$ cat src/rtl/multicycle_control_pkg.sv
// Shared encodings for the multi-cycle MIPS control path.
package multicycle_control_pkg;

  // Opcode field values, common with the single-cycle decoder.
  localparam logic [5:0] OP_RTYPE = 6'h00;
  localparam logic [5:0] OP_J     = 6'h02;
  localparam logic [5:0] OP_JAL   = 6'h03;
  localparam logic [5:0] OP_BEQ   = 6'h04;
  localparam logic [5:0] OP_BNE   = 6'h05;
  localparam logic [5:0] OP_ADDI  = 6'h08;
  localparam logic [5:0] OP_ORI   = 6'h0d;
  localparam logic [5:0] OP_LUI   = 6'h0f;
  localparam logic [5:0] OP_LW    = 6'h23;
  localparam logic [5:0] OP_SW    = 6'h2b;

  typedef enum logic [3:0] {
    S_FETCH    = 4'd0,
    S_DECODE   = 4'd1,
    S_MEM_ADDR = 4'd2,
    S_MEM_RD   = 4'd3,
    S_MEM_WB   = 4'd4,
    S_MEM_WR   = 4'd5,
    S_EXEC_R   = 4'd6,
    S_ALU_WB_R = 4'd7,
    S_BRANCH   = 4'd8,
    S_EXEC_I   = 4'd9,
    S_ALU_WB_I = 4'd10,
    S_JUMP     = 4'd11,
    S_JAL      = 4'd12
  } state_e;

  localparam logic [1:0] ALUOP_ADD   = 2'b00;
  localparam logic [1:0] ALUOP_SUB   = 2'b01;
  localparam logic [1:0] ALUOP_FUNCT = 2'b10;
  localparam logic [1:0] ALUOP_IMM   = 2'b11;

  localparam logic [1:0] REGDST_RT = 2'b00;
  localparam logic [1:0] REGDST_RD = 2'b01;
  localparam logic [1:0] REGDST_RA = 2'b10;

  localparam logic [1:0] SRCB_RT     = 2'b00;
  localparam logic [1:0] SRCB_FOUR   = 2'b01;
  localparam logic [1:0] SRCB_IMM    = 2'b10;
  localparam logic [1:0] SRCB_IMM_SH = 2'b11;

  localparam logic [1:0] PCSRC_ALU    = 2'b00;
  localparam logic [1:0] PCSRC_ALUOUT = 2'b01;
  localparam logic [1:0] PCSRC_JUMP   = 2'b10;

endpackage

$ cat src/rtl/multicycle_control_mem_wait_timer.sv
// Watchdog for memory accesses: counts consecutive stalled cycles and
// raises expire in the last allowed cycle.
module mem_wait_timer #(
  parameter int unsigned TIMEOUT = 16,
  parameter int unsigned CNT_W   = 8
) (
  input  logic clk,
  input  logic reset,
  input  logic active,
  input  logic mem_ready,
  output logic expire
);

  logic [CNT_W-1:0] cnt_q, cnt_d;

  // Leaving a memory state always coincides with mem_ready or expire,
  // so clearing on those plus !active covers every state change.
  always_comb begin
    expire = active && !mem_ready && (cnt_q == CNT_W'(TIMEOUT - 1));
    cnt_d  = cnt_q + 1'b1;
    if (!active || mem_ready || expire) begin
      cnt_d = '0;
    end
  end

  // Counter register.
  always_ff @(posedge clk) begin
    if (reset) begin
      cnt_q <= '0;
    end else begin
      cnt_q <= cnt_d;
    end
  end

endmodule

$ cat src/rtl/multicycle_control.sv
// Multi-cycle MIPS control FSM with memory handshake stall and watchdog.
module multicycle_control #(
  parameter int unsigned TIMEOUT = 16,
  parameter int unsigned CNT_W   = 8
) (
  input  logic       clk,
  input  logic       reset,
  input  logic [5:0] OP,
  input  logic       mem_ready,
  output logic       PCWrite,
  output logic       PCWriteEQ,
  output logic       PCWriteNE,
  output logic       IorD,
  output logic       MemRead,
  output logic       MemWrite,
  output logic       IRWrite,
  output logic       MemtoReg,
  output logic [1:0] RegDst,
  output logic       RegWrite,
  output logic       ALUSrcA,
  output logic [1:0] ALUSrcB,
  output logic [1:0] ALUOp,
  output logic [1:0] PCSource,
  output logic       illegal_op,
  output logic       bus_error,
  output logic [3:0] state
);

  import multicycle_control_pkg::*;

  state_e state_q, state_d;
  logic   bus_error_q, bus_error_d;
  logic   wait_active;
  logic   expire;

  // Ungated write enables; masked during reset below.
  logic pc_write, pc_write_eq, pc_write_ne, mem_write, ir_write, reg_write;

  // Watchdog runs only while a memory access is outstanding.
  always_comb begin
    wait_active = (state_q == S_FETCH) || (state_q == S_MEM_RD) ||
                  (state_q == S_MEM_WR);
  end

  mem_wait_timer #(
    .TIMEOUT (TIMEOUT),
    .CNT_W   (CNT_W)
  ) u_mem_wait_timer (
    .clk       (clk),
    .reset     (reset),
    .active    (wait_active),
    .mem_ready (mem_ready),
    .expire    (expire)
  );

  // Next-state and per-state datapath control decode.
  always_comb begin
    state_d     = state_q;
    bus_error_d = bus_error_q | expire;
    pc_write    = 1'b0;
    pc_write_eq = 1'b0;
    pc_write_ne = 1'b0;
    mem_write   = 1'b0;
    ir_write    = 1'b0;
    reg_write   = 1'b0;
    IorD        = 1'b0;
    MemRead     = 1'b0;
    MemtoReg    = 1'b0;
    RegDst      = REGDST_RT;
    ALUSrcA     = 1'b0;
    ALUSrcB     = SRCB_RT;
    ALUOp       = ALUOP_ADD;
    PCSource    = PCSRC_ALU;
    illegal_op  = 1'b0;

    case (state_q)
      S_FETCH: begin
        MemRead = 1'b1;
        ALUSrcB = SRCB_FOUR;
        if (mem_ready) begin
          ir_write = 1'b1;
          pc_write = 1'b1;
          state_d  = S_DECODE;
        end
      end
      S_DECODE: begin
        ALUSrcB = SRCB_IMM_SH;
        case (OP)
          OP_LW, OP_SW:          state_d = S_MEM_ADDR;
          OP_RTYPE:              state_d = S_EXEC_R;
          OP_BEQ, OP_BNE:        state_d = S_BRANCH;
          OP_ADDI, OP_ORI, OP_LUI: state_d = S_EXEC_I;
          OP_J:                  state_d = S_JUMP;
          OP_JAL:                state_d = S_JAL;
          default: begin
            illegal_op = 1'b1;
            state_d    = S_FETCH;
          end
        endcase
      end
      S_MEM_ADDR: begin
        ALUSrcA = 1'b1;
        ALUSrcB = SRCB_IMM;
        if (OP == OP_LW) begin
          state_d = S_MEM_RD;
        end else if (OP == OP_SW) begin
          state_d = S_MEM_WR;
        end else begin
          state_d = S_FETCH;
        end
      end
      S_MEM_RD: begin
        MemRead = 1'b1;
        IorD    = 1'b1;
        if (mem_ready) begin
          state_d = S_MEM_WB;
        end else if (expire) begin
          state_d = S_FETCH;
        end
      end
      S_MEM_WB: begin
        reg_write = 1'b1;
        MemtoReg  = 1'b1;
        RegDst    = REGDST_RT;
        state_d   = S_FETCH;
      end
      S_MEM_WR: begin
        mem_write = 1'b1;
        IorD      = 1'b1;
        if (mem_ready || expire) begin
          state_d = S_FETCH;
        end
      end
      S_EXEC_R: begin
        ALUSrcA = 1'b1;
        ALUSrcB = SRCB_RT;
        ALUOp   = ALUOP_FUNCT;
        state_d = S_ALU_WB_R;
      end
      S_ALU_WB_R: begin
        reg_write = 1'b1;
        RegDst    = REGDST_RD;
        state_d   = S_FETCH;
      end
      S_BRANCH: begin
        ALUSrcA     = 1'b1;
        ALUSrcB     = SRCB_RT;
        ALUOp       = ALUOP_SUB;
        PCSource    = PCSRC_ALUOUT;
        pc_write_eq = (OP == OP_BEQ);
        pc_write_ne = (OP == OP_BNE);
        state_d     = S_FETCH;
      end
      S_EXEC_I: begin
        ALUSrcA = 1'b1;
        ALUSrcB = SRCB_IMM;
        ALUOp   = ((OP == OP_ORI) || (OP == OP_LUI)) ? ALUOP_IMM : ALUOP_ADD;
        state_d = S_ALU_WB_I;
      end
      S_ALU_WB_I: begin
        reg_write = 1'b1;
        RegDst    = REGDST_RT;
        state_d   = S_FETCH;
      end
      S_JUMP: begin
        pc_write = 1'b1;
        PCSource = PCSRC_JUMP;
        state_d  = S_FETCH;
      end
      S_JAL: begin
        pc_write  = 1'b1;
        PCSource  = PCSRC_JUMP;
        reg_write = 1'b1;
        RegDst    = REGDST_RA;
        state_d   = S_FETCH;
      end
      default: begin
        state_d = S_FETCH;
      end
    endcase
  end

  // Write enables are suppressed in any cycle where reset is asserted.
  always_comb begin
    PCWrite   = pc_write    & ~reset;
    PCWriteEQ = pc_write_eq & ~reset;
    PCWriteNE = pc_write_ne & ~reset;
    MemWrite  = mem_write   & ~reset;
    IRWrite   = ir_write    & ~reset;
    RegWrite  = reg_write   & ~reset;
    bus_error = bus_error_q;
    state     = state_q;
  end

  // State and sticky error registers.
  always_ff @(posedge clk) begin
    if (reset) begin
      state_q     <= S_FETCH;
      bus_error_q <= 1'b0;
    end else begin
      state_q     <= state_d;
      bus_error_q <= bus_error_d;
    end
  end

endmodule
$ cat config.mk
export PLATFORM = sky130hd
export DESIGN_NAME = multicycle_control
export DESIGN_NICKNAME = d
export VERILOG_FILES = /design/src/rtl/multicycle_control_pkg.sv /design/src/rtl/multicycle_control_mem_wait_timer.sv /design/src/rtl/multicycle_control.sv
export SDC_FILE = /design/constraint.sdc
export NUM_CORES = 1
export LEC_CHECK = 0
export ABC_AREA = 1
export CORE_AREA = 5 5 53 55
export DETAILED_ROUTE_END_ITERATION = 12
export DIE_AREA = 0 0 58 60
export GPL_TIMING_DRIVEN = 0
export PLACE_DENSITY_LB_ADDON = 0.3
export SLEW_MARGIN = 5
export SYNTH_ARGS = -nofsm -noshare
export SYNTH_HDL_FRONTEND = slang
export SYNTH_SLANG_ARGS = --single-unit
$ cat constraint.sdc
create_clock -name clk -period 1.8 [get_ports clk]
set_input_delay 0.36 -clock clk [delete_from_list [all_inputs] [get_ports clk]]
set_output_delay 0.36 -clock clk [all_outputs]
set_load 0.01 [all_outputs]
[After elaboration in Yosys (flattened, before gate mapping)]
Index checks and enable logic that the tools add are counted.
Storage, ports and cells
  output and inout port bits: 24
  bits in latches: 0
  memories kept: 0
  flip-flop bits (word level): 13
  memory bits (writable): 0
  bits in read-only memories: 0
  bits of input ports: 9
  logic and storage cells: 87
Operators by class
  order comparisons: 0
  reductions and logical operators: 24
  $add $sub $neg: 1
  bitwise operators: 8
  mux-type cells: 26
  div/mod/pow operators: 0
  $mul: 0
  equality and inequality tests: 25
  shift operators: 0
Operator list (count)
  $pmux 4 s7: 1
  $pmux 4 s6: 1
  $eq 4x4->1 const B: 5
  $eq 6x4->1 const B: 3
  $eq 4x3->1 const B: 4
  $mux 4: 4
  $reduce_or 2->1: 7
  $eq 6x2->1 const B: 2
  $eq 6x3->1 const B: 2
  $eq 6x6->1 const B: 2
  $mux 1: 12
  $pmux 2 s3: 2
  $reduce_or 10->1: 1
  $add 8x1->8 const B: 1
  $eq 4x2->1 const B: 2
  $eq 8x4->1 const B: 1
  $pmux 2 s2: 2
  $reduce_or 4->1: 2
  $and 1x1->1: 6
  $logic_not 6->1: 1
  $logic_or 1x1->1: 6
  $mux 3: 2
  $eq 4x1->1 const B: 1
  $logic_not 4->1: 1
  other kinds (11): 13

[Logic depth before layout (Yosys ltp)]
  depth after elaboration: 8
  gate-level depth with buffers: 9
  mapped depth without buffers: 9

[By module]
From an unflattened synthesis, not the netlist that was laid out.
Unflattened totals
  cell total of the unflattened synthesis: 178
  area total of the unflattened synthesis: 1024.7 um2
Modules (own cells, without submodules)
  multicycle_control: area an instance 630.6 um2, instances 1, cells an instance 119
  mem_wait_timer: area an instance 394.1 um2, instances 1, cells an instance 59

[Worst setup path after synthesis]
Ideal clock, no wire load.
  path type: reg2out
  from: register state_q[0], in the netlist state[0]
  to: output ALUOp[0]
  path buffers: 0
  path slack: 0.286 ns
  arrival time: 1.154 ns
  stages on the path, launching flop included: 8
  required time: 1.440 ns
  cell sequence: dfxtp_1 inv_2 nor2_2 inv_1 nor2_1 inv_1 or2_1 nand2_1
Between the ends
  longest elaborated chain between the ends: 2
  elaborated cells on any way between the ends: 4
  those cells by class: eq/ne: 3; mux: 1
Ends and longest elaborated chain
  start: declaration: RTL line multicycle_control.sv:31  | state_e state_q, state_d;
  start signal: assignment: RTL line multicycle_control.sv:201  | state_q <= state_d;
  $eq 4x4->1 / $eq 4x3->1 (equally long branches): RTL line multicycle_control.sv:76  | case (state_q)
  $pmux 2 s3 (*): RTL line multicycle_control.sv:76
  end: declaration: RTL line multicycle_control.sv:22  | output logic [1:0] ALUOp,
Every way passes the cells marked *; elsewhere a longest branch is shown, timed or not.

[Final worst setup path]
  from: register state_q[0], in the netlist state[0]
  to: output ALUSrcA
Between the ends
  longest elaborated chain between the ends: 3
  elaborated cells on any way between the ends: 6
  those cells by class: eq/ne: 4; mux: 1; reduce/logical: 1
Ends and longest elaborated chain
  $eq 4x2->1, or another cell as far along: RTL line multicycle_control.sv:76
  $reduce_or 4->1 (no source line) (*)
  $mux 1 (*): RTL line multicycle_control.sv:76
  end: declaration: RTL line multicycle_control.sv:20  | output logic ALUSrcA,
Marks and branches as above.

==> impl_results.md <==
* Post-CTS Hold Buffers at 0
* CTS buffer count at 3
* Row count at 18
* Chip height at around 60 microns
* Layout net count at 218
* Post-Syn Instances at about 160
* CP cell instances: inv_4 -> nand2_1 -> nor2_2 -> nor2_1 -> nand3_1 -> dlygate4sd2_1
* Fin Clk Skew at 0.003655 ns
* Max_cap viols at 0
* Core Box Area at 0.002342 sq mm
* Async set-reset flop share out of synthesis at 0%
* Starting Density at 42.36%
* # fillers at 225
* WP data required at about 1.4 ns
* Iter 0 DRT Violations at 35
* Vias in the first global route at 1141
* Average wire per standard cell at 11.77 microns
* Post-synthesis cell type count at 26
* Fin. Hold Viols at 0
* DR top layer: met4
* Status: finished with violations
* Worst Path Max Fanout at 4
* Syn avg cell area at around 6.1 sq um
* Hold crit path type: reg2reg
* Ant diodes at 0
* GP Congestion at 0.8210
* Worst path max stage delay at 0.39 ns
* Top cells by count, synth: 33 x nor2_1, 31 x inv_1, 29 x nand2_1
* Area leader, netlist: dfxtp_1
* Area post-placement at roughly 0.0013 sq mm
* Detailed Routing Iterations Pass 1 at 4
* Fin. max-slew vios at 0
* Leak at 0.7087 nW
* CTS clock-pin slew for the worst setup and hold paths at 0.07 ns
* Yosys Warn Count at 0
* Total track usage at between 15 and 20%
* Ys flop type: dfxtp_1
* Place WS at -0.7411 ns
* CP endpoint kind: output port
* Worst-Margin Slew at 0.4351 ns
* Min cycle time layout at 1.846 ns
* Final worst slack at -0.04625 ns
* Most frequent cell after synthesis: nor2_1
* CP Class: reg2out
* Maximum vdd drop at roughly 0.47 mV
* Main area contributors after synthesis: dfxtp_1 26%, nor2_1 12%, inv_1 12%
* Mapped Area at 992.2 sq um
* Clock Tree Root: clkbuf_4
* Num ports at 33
* Via count at 1200
* Die span in x at between 50 and 60 microns
* Max_slew headroom at 71.00%
* Detailed placer's ending HPWL at about 2000 microns
* Post-synth top area share at a little over a quarter
* GR Overflow Total at 0
* Arrival @ worst endpoint at 1.49 ns
* Power density over cell area at 447.2 mW/mm^2
* CP max stage cell: dfxtp_4
* Htree depth at 1
* Finished Cell Area at 0.001486 sq mm
* Setup violators final at 3
* CTS tree: built
* Drt total wl at 2789 microns
* Met3 WL at 163 microns
* P&R area growth vs syn at 49.81%
* Post-Syn Nets at between 150 and 200
* Metal-1 WL at approximately 1100 microns
* EDFF count, synth at 0
* Max clock buf depth at 2
* DR WL met2 at around 1500 microns
* Worst-Skew Late Latency at 0.27 ns
* Largest net degree at the start of global routing at 11
* Residual DRC at 0
* Hold_ws at approximately 0.46 ns
* Layout cell share with drive strength beyond 1 at 28.99%
* F_max at 541.6 MHz
* Failing checks: negative setup slack
* Die ar. at 0.003480 sq mm
* Clock sinks at 13
* First-pass GRT wire length at between 4000 and 5000 microns
* Avg Vias per Cell at 5.063
* Port bufs at 31
* Initial antenna violation count at 0
* Synthesized flop and latch total at 13
* Unrepaired setup endpoints after global routing: true
* Sequential-to-total area share from yosys stat at a little over a quarter
* Fin crit share at 102.6%
* Startpoint Class: flip-flop
* ANT nets after route at 0
critical path, delay by kind of cell, from the launching register on:
family                 cells  cell delay [ns]
flip-flops                 1             0.39
buffers and inverters      2             0.34
AND/OR/NAND/NOR            4             0.48
flip-flops by register name (all words and copies together), names as in the netlist:
signal                  flops
u_mem_wait_timer.cnt_q      8
state                       4
bus_error                   1
report_power, final:
part	switching [W]	total (W)	internal [W]	leakage, nW
Sequential	0.0000104	0.000301	0.000291	0.108
Clock	0.0000904	0.000176	0.0000859	0.0150
Combinational	0.000111	0.000187	0.0000763	0.586
Total	0.000212	0.000665	0.000453	0.709
logic make-up (layout without fill, tap and decap cells):
logic type	Yosys count	in the layout	synth area share [%]
adder cells (fa/ha/maj)	1	1	1.261
XOR/XNOR	2	2	1.766
AO/OA/AOI/OAI	15	15	9.836
buffers and inverters	34	77	12.86
AND/OR/NAND/NOR	99	99	48.04
flip-flops	13	13	26.23
final cells by class:
type | instances | area (sq um) | share of cell area [%]
Inverter | 33 | 126.4 | 8.502
Sequential cell | 13 | 275.3 | 18.52
Tap cell | 30 | 37.54 | 2.525
Buffer | 1 | 3.754 | 0.2525
Clock buffer | 4 | 26.28 | 1.768
Timing Repair Buffer | 39 | 321.6 | 21.63
Multi-Input combinational cell | 117 | 695.7 | 46.80
layer usage:
layer  up-vias  GRT usage, %
met2        48         30.65
li1        607             -
met3        12         2.376
met4         0         6.954
met1       533         15.51
met5         -             0
repair_timing:
item                       CTS  global route
gates cloned                 0             0
setup buffers                4             5
gates resized for setup     66            29
pin swaps                    7            12
setup endpoints to repair   19            12
hold endpoints to repair     0             0
through the flow:
stage               power [W]  util [%]  cells  setup TNS (ns)
floorplan           0.0004033         -    164               0
global placement    0.0004763     57.21    225          -3.841
detailed placement  0.0004810     57.21    225          -3.958
CTS                 0.0006576     60.31    233        -0.02956
global route        0.0007098     63.46    237         -0.3139
finish              0.0006647     63.46    237        -0.09611
placed cells by master, fill, tap and decap left out, types with 5 or more instances in the layout:
master	count
inv_1	28
nand2_1	25
clkdlybuf4s50_1	6
nand2_2	5
nor2_1	25
nand3_1	14
nand2_4	5
buf_4	7
nor2_4	6
dlygate4sd2_1	13
dfxtp_1	9
a21oi_1	9
worst paths after layout:
check        slack (ns)  cells after the start                         to                       from
max               -0.05                      6                    ALUSrcA                   state[0]
max reg2reg        0.38                      8                   state[1]  u_mem_wait_timer.cnt_q[0]
min reg2reg        0.46                      1  u_mem_wait_timer.cnt_q[0]  u_mem_wait_timer.cnt_q[0]
min                0.46                      1  u_mem_wait_timer.cnt_q[0]  u_mem_wait_timer.cnt_q[0]
(Power assumes the default switching activity.)
